$ cat src/rtl/zorgian_change_dispenser.sv
// zorgian_change_dispenser
// Coin change dispenser with a small pentagon/triangle/circle inventory.
// A transaction latches cost and paid and classifies the payment. It can be
// short (cough_up), exact (exact), or an overpayment. For an overpayment the
// change is paid out greedily, one coin per cycle. Payout stops when the
// change reaches zero, the per-transaction coin limit is hit, or no coin fits.
//
// Ports
//   CLOCK_100                        system clock, rising-edge
//   reset_L                          asynchronous active-low reset
//   load, load_pent/tri/circ         inventory load (IDLE only)
//   start, cost, paid                transaction request and operands
//   busy                             high in every state except IDLE
//   coin_valid, coin                 one coin per cycle while dispensing
//   done                             one-cycle end-of-transaction strobe
//   remaining                        change left, or amount owed on cough_up
//   exact, not_enough, cough_up      result flags (at most one set)
//   pent_cnt, tri_cnt, circ_cnt      current inventory
module zorgian_change_dispenser #(
  parameter int VAL_W     = 4,
  parameter int CNT_W     = 2,
  parameter int MAX_COINS = 2
) (
  input  logic             CLOCK_100,
  input  logic             reset_L,
  input  logic             load,
  input  logic [CNT_W-1:0] load_pent,
  input  logic [CNT_W-1:0] load_tri,
  input  logic [CNT_W-1:0] load_circ,
  input  logic             start,
  input  logic [VAL_W-1:0] cost,
  input  logic [VAL_W-1:0] paid,
  output logic             busy,
  output logic             coin_valid,
  output logic [2:0]       coin,
  output logic             done,
  output logic [VAL_W-1:0] remaining,
  output logic             exact,
  output logic             not_enough,
  output logic             cough_up,
  output logic [CNT_W-1:0] pent_cnt,
  output logic [CNT_W-1:0] tri_cnt,
  output logic [CNT_W-1:0] circ_cnt
);

  localparam logic [3:0] MAX_C = 4'(MAX_COINS);

  localparam logic [2:0] COIN_NONE = 3'b000;
  localparam logic [2:0] COIN_PENT = 3'b101;
  localparam logic [2:0] COIN_TRI  = 3'b011;
  localparam logic [2:0] COIN_CIRC = 3'b001;

  typedef enum logic [1:0] {
    IDLE     = 2'd0,
    CHECK    = 2'd1,
    DISPENSE = 2'd2,
    DONE     = 2'd3
  } state_t;

  state_t           state;
  state_t           state_next;
  logic [VAL_W-1:0] cost_q;
  logic [VAL_W-1:0] paid_q;
  logic [3:0]       disp_cnt;
  logic [2:0]       sel_coin;
  logic [VAL_W-1:0] sel_val;

  // Greedy coin choice: largest denomination that fits and is in stock.
  always_comb begin
    sel_coin = COIN_NONE;
    sel_val  = '0;
    if ((pent_cnt != {CNT_W{1'b0}}) && (remaining >= VAL_W'(5))) begin
      sel_coin = COIN_PENT;
      sel_val  = VAL_W'(5);
    end else if ((tri_cnt != {CNT_W{1'b0}}) && (remaining >= VAL_W'(3))) begin
      sel_coin = COIN_TRI;
      sel_val  = VAL_W'(3);
    end else if ((circ_cnt != {CNT_W{1'b0}}) && (remaining >= VAL_W'(1))) begin
      sel_coin = COIN_CIRC;
      sel_val  = VAL_W'(1);
    end else begin
      sel_coin = COIN_NONE;
      sel_val  = '0;
    end
  end

  // Next-state and strobe decode. Strobes depend on state and registers only.
  always_comb begin
    state_next = state;
    busy       = (state != IDLE);
    coin_valid = 1'b0;
    coin       = COIN_NONE;
    done       = 1'b0;
    case (state)
      IDLE: begin
        // load has priority; a simultaneous start is dropped.
        if (load) begin
          state_next = IDLE;
        end else if (start) begin
          state_next = CHECK;
        end else begin
          state_next = IDLE;
        end
      end
      CHECK: begin
        if (paid_q > cost_q) begin
          state_next = DISPENSE;
        end else begin
          state_next = DONE;
        end
      end
      DISPENSE: begin
        if (remaining == '0) begin
          state_next = DONE;
        end else if (disp_cnt == MAX_C) begin
          state_next = DONE;
        end else if (sel_coin == COIN_NONE) begin
          state_next = DONE;
        end else begin
          coin_valid = 1'b1;
          coin       = sel_coin;
          state_next = DISPENSE;
        end
      end
      DONE: begin
        done       = 1'b1;
        state_next = IDLE;
      end
      default: begin
        state_next = IDLE;
      end
    endcase
  end

  // State register.
  always_ff @(posedge CLOCK_100 or negedge reset_L) begin
    if (!reset_L) begin
      state <= IDLE;
    end else begin
      state <= state_next;
    end
  end

  // Operands, result registers, coin counter and inventory.
  always_ff @(posedge CLOCK_100 or negedge reset_L) begin
    if (!reset_L) begin
      cost_q     <= '0;
      paid_q     <= '0;
      disp_cnt   <= 4'd0;
      remaining  <= '0;
      exact      <= 1'b0;
      not_enough <= 1'b0;
      cough_up   <= 1'b0;
      pent_cnt   <= '0;
      tri_cnt    <= '0;
      circ_cnt   <= '0;
    end else begin
      case (state)
        IDLE: begin
          if (load) begin
            pent_cnt <= load_pent;
            tri_cnt  <= load_tri;
            circ_cnt <= load_circ;
          end else if (start) begin
            cost_q     <= cost;
            paid_q     <= paid;
            remaining  <= '0;
            exact      <= 1'b0;
            not_enough <= 1'b0;
            cough_up   <= 1'b0;
          end
        end
        CHECK: begin
          // Subtract only in the direction the compare allows.
          if (paid_q < cost_q) begin
            cough_up  <= 1'b1;
            remaining <= cost_q - paid_q;
          end else if (paid_q == cost_q) begin
            exact     <= 1'b1;
            remaining <= '0;
          end else begin
            remaining <= paid_q - cost_q;
            disp_cnt  <= 4'd0;
          end
        end
        DISPENSE: begin
          if (coin_valid) begin
            remaining <= remaining - sel_val;
            disp_cnt  <= disp_cnt + 4'd1;
            case (sel_coin)
              COIN_PENT: pent_cnt <= pent_cnt - CNT_W'(1);
              COIN_TRI:  tri_cnt  <= tri_cnt - CNT_W'(1);
              COIN_CIRC: circ_cnt <= circ_cnt - CNT_W'(1);
              default:   pent_cnt <= pent_cnt;
            endcase
          end else if (remaining != '0) begin
            // Limit reached or nothing fits; coins already paid stay paid.
            not_enough <= 1'b1;
          end
        end
        DONE: begin
          remaining <= remaining;
        end
        default: begin
          remaining <= remaining;
        end
      endcase
    end
  end

endmodule

$ cat config.mk
export PLATFORM = sky130hd
export DESIGN_NAME = zorgian_change_dispenser
export DESIGN_NICKNAME = d
export VERILOG_FILES = /design/src/rtl/zorgian_change_dispenser.sv
export SDC_FILE = /design/constraint.sdc
export NUM_CORES = 1
export LEC_CHECK = 0
export ABC_AREA = 1
export CAP_MARGIN = 25
export CORE_MARGIN = 2
export CORE_UTILIZATION = 47
export DETAILED_ROUTE_END_ITERATION = 16
export GPL_ROUTABILITY_DRIVEN = 0
export PLACE_DENSITY = 0.82
export SYNTH_ARGS = -nofsm -noshare
export SYNTH_HDL_FRONTEND = slang
export SYNTH_SLANG_ARGS = --single-unit
$ cat constraint.sdc
create_clock -name CLOCK_100 -period 1.8 [get_ports CLOCK_100]
set_input_delay 0.45 -clock CLOCK_100 [delete_from_list [all_inputs] [get_ports CLOCK_100]]
set_output_delay 0.45 -clock CLOCK_100 [all_outputs]
set_load 0.005 [all_outputs]
== Word level (Yosys, flattened, before mapping) ==
Cells that the tools add are included.
Word-level totals
  output and inout bits: 19
  bits in registers: 27
  input bits: 18
Operators by class
  magnitude comparators: 5
  $add $sub $neg: 7
  equality and inequality tests: 21
  mux-type cells: 54
  bitwise logic cells: 2
  reduce and logical (&&, ||, !) cells: 23
Operator list (count)
  two-way mux 4 bit: 9
  AND reduction 4 bit: 6
  two-way mux 2 bit: 11
  two-way mux 1 bit: 20
  inequality test 2 bit, second input constant: 10
  two-way mux 3 bit: 5
  nonzero test 2 bit: 7
  case mux 2 bit (2 select lines): 3
  case mux 4 bit (3 select lines): 1
  subtractor 4 bit: 3
  AND reduction 5 bit: 2
  case mux 2 bit (4 select lines): 1
  case mux 4 bit (2 select lines): 1
  inequality test 2 x 1 -> 1 bit, second input constant: 3
  case mux 1 bit (2 select lines): 3
  subtractor 2 x 1 -> 2 bit, second input constant: 3
  adder 4 x 1 -> 4 bit, second input constant: 1
  equality test 2 bit, second input constant: 2
  equality test 4 x 2 -> 1 bit, second input constant: 1
  equality test 4 bit: 1
  >= comparator 4 x 1 -> 1 bit, second input constant: 1
  >= comparator 4 x 2 -> 1 bit, second input constant: 1
  >= comparator 4 x 3 -> 1 bit, second input constant: 1
  > comparator 4 bit: 1
  12 further kinds: 15

== Depth between registers and ports, before layout ==
Gate-level depths: netlist of run 1.
  depth in word-level cells: 12
  depth in mapped cells: 15
  depth with buffers taken out: 15

== Worst setup path after synthesis of run 1 ==
OpenSTA, ideal clock, no wires.
  path kind: reg-to-reg
  start point: register pent_cnt[0]
  end point: register remaining[2]
  path buffers: 0
  period minus slack after synthesis: 1.912 ns
  stages on the path, launching flop included: 13
  setup slack: -0.112 ns
  arrival time: 1.796 ns
  cells stage by stage: dfrtp_1 > inv_1 > ha_1 > nor2_2 > nand2_4 > nand3_4 > ha_1 > inv_1 > fa_1 > o21ai_0 > nand2_1 > nand2_1 > nand2_1
Between the ends
  cells in the longest elaborated chain, start to end: 10
  elaborated cells on any way between the ends: 14
  those cells by class: 1 x add/sub; 1 x eq/ne; 8 x mux; 4 x reduce/logical
RTL lines
  from (decl): RTL line 41  | output logic [CNT_W-1:0] pent_cnt,
  from (signal assigned): RTL line 161  | pent_cnt <= load_pent;
  from (signal assigned): RTL line 191  | COIN_PENT: pent_cnt <= pent_cnt - CNT_W'(1);
  from (signal assigned): RTL line 194  | default: pent_cnt <= pent_cnt;
  nonzero test 2 bit *: RTL line 72  | if ((pent_cnt != {CNT_W{1'b0}}) && (remaining >= VAL_W'(5))) begin
  logical AND 1 bit *: RTL line 72
  two-way mux 3 bit: RTL line 72
  logical NOT 3 bit: RTL line 117  | end else if (sel_coin == COIN_NONE) begin
  two-way mux 1 bit: RTL line 117
  two-way mux 1 bit: RTL line 115  | end else if (disp_cnt == MAX_C) begin
  two-way mux 1 bit: RTL line 113  | if (remaining == '0) begin
  two-way mux 1 bit: RTL line 94  | case (state)
  inequality test 2 bit (no source line)
  AND reduction 4 bit (no source line)
  to (signal assigned): RTL line 177  | remaining <= cost_q - paid_q;
  to (signal assigned): RTL line 182  | remaining <= paid_q - cost_q;
  to (signal assigned): RTL line 188  | remaining <= remaining - sel_val;
  to (decl): RTL line 37  | output logic [VAL_W-1:0] remaining,
Every way passes the cells marked *; elsewhere a longest branch is shown, timed or not. The select of a mux whose other input is x is not followed.
A chain may end at the register's enable or synchronous reset.

== Worst setup path in the final report of run 1 ==
  start point: register remaining[3]
  end point: output coin[1]
Between the ends
  cells in the longest elaborated chain, start to end: 10
  elaborated cells on any way between the ends: 15
  those cells by class: 3 x order compare; 7 x mux; 5 x reduce/logical
RTL lines
  >= comparator 4 x 1 -> 1 bit: RTL line 78  | end else if ((circ_cnt != {CNT_W{1'b0}}) && (remaining >= VAL_W'(1))) begin
  logical AND 1 bit: RTL line 78
  two-way mux 1 bit: RTL line 78
  two-way mux 2 bit: RTL line 75  | end else if ((tri_cnt != {CNT_W{1'b0}}) && (remaining >= VAL_W'(3))) begin
  two-way mux 3 bit: RTL line 72
  logical NOT 3 bit: RTL line 117
  two-way mux 3 bit: RTL line 117
  two-way mux 3 bit: RTL line 115
  two-way mux 3 bit *: RTL line 113
  two-way mux 3 bit *: RTL line 94
  to (decl): RTL line 35  | output logic [2:0] coin,
Every way passes the cells marked *; elsewhere a longest branch is shown, timed or not.

==> summary.txt, run 1 <==
Worst setup path
  – Slowest cell delay on critical path: 0.44 ns
  – CP bufs+invs: 2
  – Top Family by Delay on Critical Path: simple AND/OR/NAND/NOR gates
  – Reg2reg setup slack: -0.23 ns
  – Cell Chain, Critical Path: nor2_4 -> nand2_2 -> buf_4 -> nand3_2 -> nor2_1 -> dlygate4sd2_1
  – Crit path max fanout: 4
  – Worst path arrival time: 1.59 ns
  – R2R Path End: remaining[1]$_DFFE_PN0P_
  – Worst R2R Start: remaining[3]$_DFFE_PN0P_
  – Worst Setup End Kind: primary output
  – CP required: 1.35 ns
  – R2r worst-path depth: 12
  – Critical path class: flip-flop to primary output
  – Slowest CP cell: dfrtp_1
  – Critical path startpoint category: flip-flop

Place
  – Post-DP HPWL: approximately 3700 um
  – Placement Cell Area: approximately 2700 um^2
  – IO Port Bufs: 36
  – Inst Count DP: 377
  – Dpl ws: -0.205 ns

Synth
  – Cells after synthesis: 255
  – Most common cell in the synthesized netlist: nand2_1
  – Syn nets: 295
  – Mapped cell area: approximately 2000 um^2
  – Area contributors post-synth: dfrtp_1 34%, ha_1 12%, nand2_1 12%
  – Yosys cell types: 30
  – Synth top area share: 34.1%
  – Post-synth EDFFs: 0
  – Synth area leader: dfrtp_1
  – Synth cell count leaders: 62 x nand2_1, 35 x inv_1, 27 x dfrtp_1, 19 x ha_1, 19 x nor2_1
  – Syn_area_per_cell: 7.77 um^2
  – Synth warnings: 0
  – Synth Register Bits: 27
  – Post-synth top flop: dfrtp_1
  – Seq/Total Area, Yosys: 34.1%
  – Asr flop ratio synth: 100%

Timing
  – RSZ-0062 raised after global routing: yes
  – Fin. Hold Viols: 0
  – Final setup TNS: -1.53 ns
  – Skew final: roughly 0.0053 ns
  – Worst-Margin Slew: between 0.4 and 0.5 ns
  – Slew margin rel.: 71.9%
  – Max Slew Vio Count: 0
  – Setup WS post-layout: -0.242 ns
  – Fin crit share: 113%
  – Setup-failing EPs final: 12
  – Time the worst path needs with I/O delays and setup: 2.04 ns
  – Max Clock Freq: 490 MHz

GRT
  – Grt ovf: 0
  – First-pass GRT wire length: 8200 um
  – Largest net degree at the start of global routing: 28
  – Gr usage total: around 23%
  – Initial antenna violation count: 0
  – Vias in the first global route: between 1500 and 2000

Drt
  – Residual DRC: 0
  – Post-Route WL: 5610 um
  – Avg WL per Cell: 14.0 um
  – Final ANT Viol Nets: 0
  – First DRT Iteration DRCs: around 110
  – Metal2 WL: 2910 um
  – Routed length on met3: about 220 um
  – DRT Pass-1 Iters: 4
  – Top Metal Used: met4
  – DR vias: 2040
  – Drt via density: 5.10
  – WL met1: 2360 um

Cells and area
  – Final net count: 391
  – Fraction of layout instances using a drive strength above 1: 35.4%
  – Non-Filler Instances: 400
  – Final Instance Area: 3040 um^2
  – Final core occ: approximately 75%
  – Area grow syn2layout: 53.3%
  – Diode count: 0

Pwr
  – Leakage power: approximately 1.6 nW
  – Comb pwr share: between 70% and 80%
  – Switching Share: 46.9%
  – Psw: 0.00282 W
  – Max VDD drop: just under 1 mV
  – Internal: 0.00319 W
  – Seq pwr share: 16.8%
  – Clock power share: 5.9%
  – Power Dens Cells: 1980 nW/um^2

Floorplanning
  – Chip height: slightly below 70 um
  – Die footprint: 4750 um^2
  – Core ar.: 4030 um^2
  – I/O pin total: 37
  – Initial Util: 49.2%
  – Die W: 68.9 um
  – # rows: 23

Hold path
  – Hold Path Origin: paid_q[3]$_DFFE_PN0P_
  – Hold Path Depth: 1
  – Worst Hold End: paid_q[3]$_DFFE_PN0P_
  – Min-delay worst type: flip-flop to flip-flop

Clock network
  – CTS root buf: clkbuf_8
  – Clk slew on worst S/H paths: 0.09 ns
  – Clock Tree Buf Depth: 2
  – Clock sinks: 27
  – Clk_lat worst skew: 0.28 ns
  – CTS Buf Count: 3
  – CTS H-tree lvls: 1
  – Hold_buf cts: 0
  – CTS tree: built

Run status
  – Violated checks: setup timing
  – Status: finished, violations left

Job
  – Max-Cap Viols: 0
registers in the layout, summed over array words and instances (netlist names), 2 cells and up:
name / flops
tri_cnt: 2
circ_cnt: 2
disp_cnt: 4
remaining: 4
state: 2
paid_q: 4
cost_q: 4
pent_cnt: 2
final cells by class:
type	instances	area, um^2
multi-input cells	186	1280
well taps	50	62.6
repair buffers	95	822
fillers	255	992
flip-flops and latches	27	677
clock buffers	4	45.0
inverters	38	148
worst register-to-register path, cell delays in order (launching register included):
cell     delay [ns]
dfrtp_1        0.44
nor2_4         0.21
nand2_2        0.11
nand2_4        0.09
nand3_4        0.09
buf_6          0.13
ha_4           0.15
inv_4          0.05
fa_2           0.43
nand2_1        0.07
nand3_1        0.06
nand2_1        0.06
nand2_1        0.05
layer usage:
metal  global-route usage, %  up-vias
li1                        -     1001
met1                    29.6      966
met2                    39.9       60
met3                    3.25       13
met4                    7.84        0
met5                       0        -
cell usage in the layout, fill, tap and decap left out, types with 2 or more instances in the layout:
| cell | instances |
|---|---|
| xnor2_1 | 2 |
| dfrtp_1 | 26 |
| ha_1 | 13 |
| xor2_1 | 2 |
| buf_6 | 8 |
| inv_1 | 26 |
| o21ai_1 | 9 |
| a21oi_1 | 12 |
| nor2_4 | 7 |
| nor2_1 | 18 |
| dlymetal6s2s_1 | 3 |
| buf_4 | 52 |
| a31oi_1 | 2 |
| nand2_1 | 55 |
| ha_4 | 3 |
| inv_4 | 2 |
| clkdlybuf4s50_1 | 27 |
| clkbuf_2 | 2 |
| inv_2 | 10 |
| ha_2 | 3 |
| nand3_1 | 14 |
| o21ai_0 | 8 |
| nand2_4 | 10 |
| nor2_2 | 3 |
| clkbuf_8 | 3 |
| nand4_1 | 2 |
| o21ai_2 | 4 |
| fa_2 | 2 |
| nand2_2 | 7 |
power groups by stage:
stage	Combinational, W	Clock (W)	Sequential, W
finish	0.00464	0.000358	0.00101
floorplan	0.00227	0	0.00104
global placement	0.00359	0	0.000991
CTS	0.00413	0.000363	0.000998
detailed placement	0.00370	0	0.00101
global route	0.00506	0.000387	0.00104
worst max path at each step:
stage	from	endpoint	slack, ns	cells past startpoint
after floorplan	pent_cnt[0]$_DFFE_PN0P_	remaining[3]$_DFFE_PN0P_	-0.05	13
after detailed placement	remaining[3]$_DFFE_PN0P_	coin[1]	-0.20	6
final	remaining[3]$_DFFE_PN0P_	coin[1]	-0.24	6
after global placement	remaining[3]$_DFFE_PN0P_	coin[1]	-0.16	6
after CTS	remaining[2]$_DFFE_PN0P_	remaining[1]$_DFFE_PN0P_	-0.21	12
after global routing	remaining[0]$_DFFE_PN0P_	coin[1]	-0.32	7
metrics by stage:
stage / hold slack, ns / power, W
2_1_floorplan: 0.154 / 0.00331
3_3_place_gp: 0.495 / 0.00458
3_5_place_dp: 0.486 / 0.00471
4_1_cts: 0.523 / 0.00549
5_1_grt: 0.557 / 0.00649
6_report: 0.518 / 0.00601
repair_timing:
item	in CTS	in global routing
setup buffers	11	10
endpoints found under the setup margin	17	21
pin swaps	10	27
resized for setup	39	31
endpoints found under the hold margin	0	0
logic make-up after synthesis:
logic type | after synthesis | share of synthesized area [%]
fa+ha+maj | 22 | 15.0
mux | 1 | 0.569
flops | 27 | 34.1
buf+inv | 42 | 8.40
simple gates | 119 | 28.8
compound gates | 40 | 11.3
xor+xnor | 4 | 1.77
(Power assumes the default switching activity.)
==> inputs of run 2 (changes only) <==
Settings changed: CTS_CLUSTER_SIZE from default to 16.
Clock period 1.8 ns to 1.6 ns, I/O delays scaled along.
==> summary.txt, run 2 (same netlist as run 1, synthesis figures left out) <==
Cells and area
  – Leading cell type in the layout, fill and taps excluded: buf_4
  – Final core occ: approximately 80%
  – Fraction of layout instances using a drive strength above 1: 43.3%
  – Diode count: 0
  – Non-Filler Instances: 415
  – Most frequent cells in the layout: 60 x buf_4, 53 x nand2_1, 25 x dfrtp_1
  – Layout fillers: 210
  – Final net count: 406
  – Area grow syn2layout: 67.5%

Timing
  – Fin crit share: 133%
  – Max Slew Vio Count: 0
  – RSZ-0062 raised after global routing: yes
  – Worst-Margin Slew: 0.376 ns
  – Min Hold Slack: about 0.48 ns
  – Skew final: ~0.0063 ns
  – Fin. Hold Viols: 0
  – Setup WS post-layout: -0.524 ns
  – Time the worst path needs with I/O delays and setup: ~2.1 ns
  – Max Clock Freq: 471 MHz
  – Final setup TNS: -5.44 ns
  – Slew margin rel.: approximately three quarters
  – Setup-failing EPs final: 24

Drt
  – Drt via density: 5.62
  – DR vias: approximately 2300
  – First DRT Iteration DRCs: 238
  – Residual DRC: 0
  – Avg WL per Cell: 18.7 um
  – Final ANT Viol Nets: 0
  – DRT Pass-1 Iters: 4
  – Post-Route WL: ~7800 um
  – Routed length on met3: 583 um
  – WL met1: 2930 um
  – Top Metal Used: met4
  – Metal2 WL: 3850 um

Clock network
  – Clock Tree Buf Depth: 2
  – CTS tree: built
  – Hold_buf cts: 0
  – Clk slew on worst S/H paths: 0.10 ns
  – CTS root buf: clkbuf_8
  – Clk_lat worst skew: 0.28 ns
  – CTS Buf Count: 3
  – CTS H-tree lvls: 1
  – Clock sinks: 27

Floorplanning
  – Core ar.: 4030 um^2
  – Initial Util: 49.2%
  – # rows: 23
  – Die W: 68.9 um
  – Die footprint: 4750 um^2
  – Chip height: 68.9 um
  – I/O pin total: 37

Place
  – IO Port Bufs: 36
  – Inst Count DP: 389
  – Post-DP HPWL: ~3700 um

GRT
  – Grt ovf: 0
  – Vias in the first global route: 2180
  – First-pass GRT wire length: just under 10000 um
  – Gr usage total: 28.3%
  – Largest net degree at the start of global routing: 28
  – Initial antenna violation count: 0

Worst setup path
  – Critical path class: flip-flop to flip-flop
  – Crit path max fanout: 2
  – Worst path arrival time: 2.35 ns
  – Worst Setup End Kind: flip-flop
  – Critical path startpoint category: flip-flop
  – R2r worst-path depth: 12
  – CP required: 1.83 ns

Run status
  – Violated checks: setup timing
  – Status: finished, violations left

Hold path
  – Min-delay worst type: input pin to async pin

Pwr
  – Leakage power: 1.70 nW
  – Total Power: 0.00787 W
  – Power Dens Cells: 2370 nW/um^2
  – Max VDD drop: around 1.3 mV

Job
  – Max-Cap Viols: 0
-- run 2: cell count changes in the layout (fill, tap and decap cells not counted), sizes merged --
cell           before  now
dlygate4sd2         1    6
buf                61   79
dlymetal6s2s        3    1
clkdlybuf4s15       1    0
clkdlybuf4s50      27   20
clkbuf              6    8
-- run 2: report_power, final --
part / switching, W / leakage, nW / internal [W]
registers: 0.000199 / 0.328 / 0.000962
logic: 0.00345 / 1.35 / 0.00285
clock network: 0.000235 / 0.0228 / 0.000179
total: 0.00388 / 1.70 / 0.00399
-- run 2: layout make-up --
cell class | count | area [um^2] | share of cell area [%]
multi-input cells | 186 | 1430 | 43.1
repair buffers | 110 | 948 | 28.6
flip-flops and latches | 27 | 678 | 20.4
inverters | 38 | 153 | 4.60
well taps | 50 | 62.6 | 1.89
clock buffers | 4 | 45.0 | 1.36
-- run 2: worst max-delay path: stages (launching register included) --
cell and delay, ns:
dfrtp_1 0.42, inv_2 0.08, ha_4 0.13, inv_4 0.03
fa_2 0.36, buf_4 0.14, buf_4 0.13, xnor2_2 0.12
o21ai_0 0.25, o211ai_1 0.16, nand2_1 0.09, nand2_1 0.08
nand2_1 0.07
-- run 2: layer usage --
metal,GRT usage [%],vias to the layer above
met5,0,-
met4,14.7,0
met3,4.38,51
met2,48.3,148
met1,34.3,1103
li1,-,1029
-- run 2: path summary, 6_finish.rpt --
path                                       start                       end  slack, ns
hold reg to reg            paid_q[3]$_DFFE_PN0P_     paid_q[3]$_DFFE_PN0P_       0.54
setup reg to reg           paid_q[0]$_DFFE_PN0P_  remaining[2]$_DFFE_PN0P_      -0.52
min in group CLOCK_100     paid_q[3]$_DFFE_PN0P_     paid_q[3]$_DFFE_PN0P_       0.54
setup / recovery           paid_q[0]$_DFFE_PN0P_  remaining[2]$_DFFE_PN0P_      -0.52
max in group asynchronous                reset_L  remaining[3]$_DFFE_PN0P_       0.81
hold / removal                           reset_L     cost_q[2]$_DFFE_PN0P_       0.48
-- run 2: repair_timing --
| item | 4_1_cts | 5_1_grt |
|---|---|---|
| setup endpoints to repair | 40 | 34 |
| endpoints found under the hold margin | 0 | 0 |
| pin swaps | 25 | 26 |
| gates cloned | 0 | 1 |
| setup buffers | 13 | 15 |
| resized for setup | 88 | 39 |
-- run 2: through the flow --
stage	setup WS (ns)	cell area [um^2]
floorplan	-0.246	2020
global placement	-0.303	2810
detailed placement	-0.369	2810
CTS	-0.340	3070
global route	-0.579	3320
finish	-0.524	3320
==> inputs of run 3 (changes only) <==
Settings changed: PLACE_DENSITY 0.82 to 0.76.
==> summary.txt, run 3 (same netlist as run 1, synthesis figures left out) <==
Cells and area
  – Leading cell type in the layout, fill and taps excluded: buf_4
  – Fraction of layout instances using a drive strength above 1: 47.5%
  – Diode count: 0
  – Area of the multi-input gates: 1470 um^2
  – Area grow syn2layout: 70.1%
  – Most frequent cells in the layout: 53 x buf_4, 46 x nand2_1, 26 x dfrtp_1
  – Flip-flop and latch area: 677 um^2
  – Non-Filler Instances: 410
  – Layout fillers: roughly 210
  – Final net count: 401
  – Final Instance Area: 3370 um^2

Worst setup path
  – Reg2reg setup slack: -0.33 ns
  – Worst path arrival time: around 2.1 ns
  – Critical path class: flip-flop to flip-flop
  – Worst Setup End Kind: flip-flop
  – CP required: around 1.8 ns
  – Worst R2R Start: remaining[3]$_DFFE_PN0P_
  – Slowest CP cell: dfrtp_1
  – CP bufs+invs: 1
  – Critical path startpoint category: flip-flop
  – R2r worst-path depth: 11
  – Top Family by Delay on Critical Path: simple AND/OR/NAND/NOR gates
  – Crit path max fanout: 3
  – Most common cell on crit path: nand2_1
  – CP Depth: 11
  – CP startpoint: remaining[3]$_DFFE_PN0P_
  – Crit path to: remaining[1]$_DFFE_PN0P_
  – R2R Path End: remaining[1]$_DFFE_PN0P_
  – Cell Chain, Critical Path: nor2_4 -> nand2_4 -> nand2_4 -> nand3_4 -> ha_4 -> inv_2 -> fa_2 -> nand2_1 -> nand3_1 -> nand2_1 -> nand2_1
  – Slowest cell delay on critical path: about 0.43 ns

Timing
  – Slew margin rel.: 75.7%
  – Skew final: 0.00455 ns
  – Setup WS post-layout: -0.330 ns
  – Setup-failing EPs final: 25
  – Max Clock Freq: 518 MHz
  – Time the worst path needs with I/O delays and setup: ~1.9 ns
  – Max Slew Vio Count: 0
  – Fin crit share: 121%
  – Fin. Hold Viols: 0
  – Worst-Margin Slew: roughly 0.36 ns
  – RSZ-0062 raised after global routing: yes

GRT
  – Vias in the first global route: 1763
  – Largest net degree at the start of global routing: 28
  – Grt ovf: 0
  – Gr usage total: roughly 22%
  – First-pass GRT wire length: 7960 um
  – Initial antenna violation count: 0

Floorplanning
  – Die W: 68.9 um
  – I/O pin total: 37
  – Die footprint: 4750 um^2
  – Core ar.: 4030 um^2
  – # rows: 23
  – Initial Util: 49.2%
  – Chip height: 68.9 um

Clock network
  – CTS tree: built
  – Clock Tree Buf Depth: 2
  – Clk slew on worst S/H paths: around 0.1 ns
  – Clock sinks: 27
  – CTS H-tree lvls: 1
  – CTS Buf Count: 3
  – Clk_lat worst skew: around 0.28 ns
  – Hold_buf cts: 0
  – CTS root buf: clkbuf_8

Drt
  – Final ANT Viol Nets: 0
  – DR vias: 2248
  – First DRT Iteration DRCs: 221
  – Post-Route WL: 7210 um
  – Avg WL per Cell: 17.6 um
  – Residual DRC: 0
  – DRT Pass-1 Iters: 7
  – Drt via density: 5.48

Pwr
  – Max VDD drop: 1.49 mV
  – Leakage power: between 1.5 and 2 nW
  – Power Dens Cells: 2280 nW/um^2

Hold path
  – Min-delay worst type: input pin to async pin

Job
  – Max-Cap Viols: 0

Place
  – IO Port Bufs: 36
  – Post-DP HPWL: 3560 um
  – Inst Count DP: 384
  – Placement Cell Area: 2770 um^2

Run status
  – Violated checks: setup timing
  – Status: finished, violations left
[run 3: cell count changes in the layout (fill, tap and decap cells not counted), moves of 3 or more]
cell / previous run / this run
nand2_1: 53 / 46
nor2_2: 4 / 12
buf_4: 60 / 53
nand2_2: 6 / 14
a21oi_2: 3 / 7
nor2_1: 14 / 9
a21oi_1: 10 / 6
nor2_4: 10 / 7
[run 3: how the worst min path moves through the flow]
stage / startpoint / to / slack, ns / cells after the start
6_report: reset_L / tri_cnt[0]$_DFFE_PN0P_ / 0.48 / 2
5_1_grt: reset_L / tri_cnt[1]$_DFFE_PN0P_ / 0.53 / 2
4_1_cts: reset_L / remaining[2]$_DFFE_PN0P_ / 0.50 / 2
3_5_place_dp: exact$_DFFE_PN0P_ / exact$_DFFE_PN0P_ / 0.49 / 2
3_3_place_gp: paid_q[3]$_DFFE_PN0P_ / paid_q[3]$_DFFE_PN0P_ / 0.49 / 1
2_1_floorplan: reset_L / circ_cnt[0]$_DFFE_PN0P_ / 0.10 / 0
[run 3: per-stage QoR]
stage	hold slack (ns)	power [W]	TNS (ns)	util, %	setup slack [ns]
after CTS	0.501	0.00612	-3.09	73.5	-0.310
after floorplan	0.104	0.00373	-1.04	-	-0.246
after global placement	0.495	0.00526	-4.01	68.7	-0.365
after global routing	0.533	0.00816	-6.77	83.6	-0.411
after detailed placement	0.493	0.00538	-4.89	68.7	-0.451
final	0.483	0.00768	-4.67	83.6	-0.330
[run 3: where the power goes]
part           total (W)  internal [W]  switching, W
clock network   0.000424      0.000180      0.000244
registers        0.00116      0.000961      0.000199
logic            0.00610       0.00284       0.00325
total            0.00768       0.00398       0.00370
[run 3: repair_timing]
| action | in CTS | in global routing |
|---|---|---|
| endpoints found under the setup margin | 41 | 37 |
| cloned | 0 | 1 |
| buffers inserted | 6 | 17 |
| pin swaps | 15 | 25 |
| gates resized for setup | 72 | 73 |
[run 3: final cells by class]
cell class | instances | area share (%)
Timing Repair Buffer | 105 | 28.6
Sequential cell | 27 | 20.1
Clock buffer | 4 | 1.34
Multi-Input combinational cell | 186 | 43.5
Inverter | 38 | 4.53
Tap cell | 50 | 1.86
[run 3: metal layers]
layer	GRT usage, %	wire (um)
met1	29.8	3010
met2	38.7	3520
met3	2.44	366
met4	5.64	322
met5	0	0
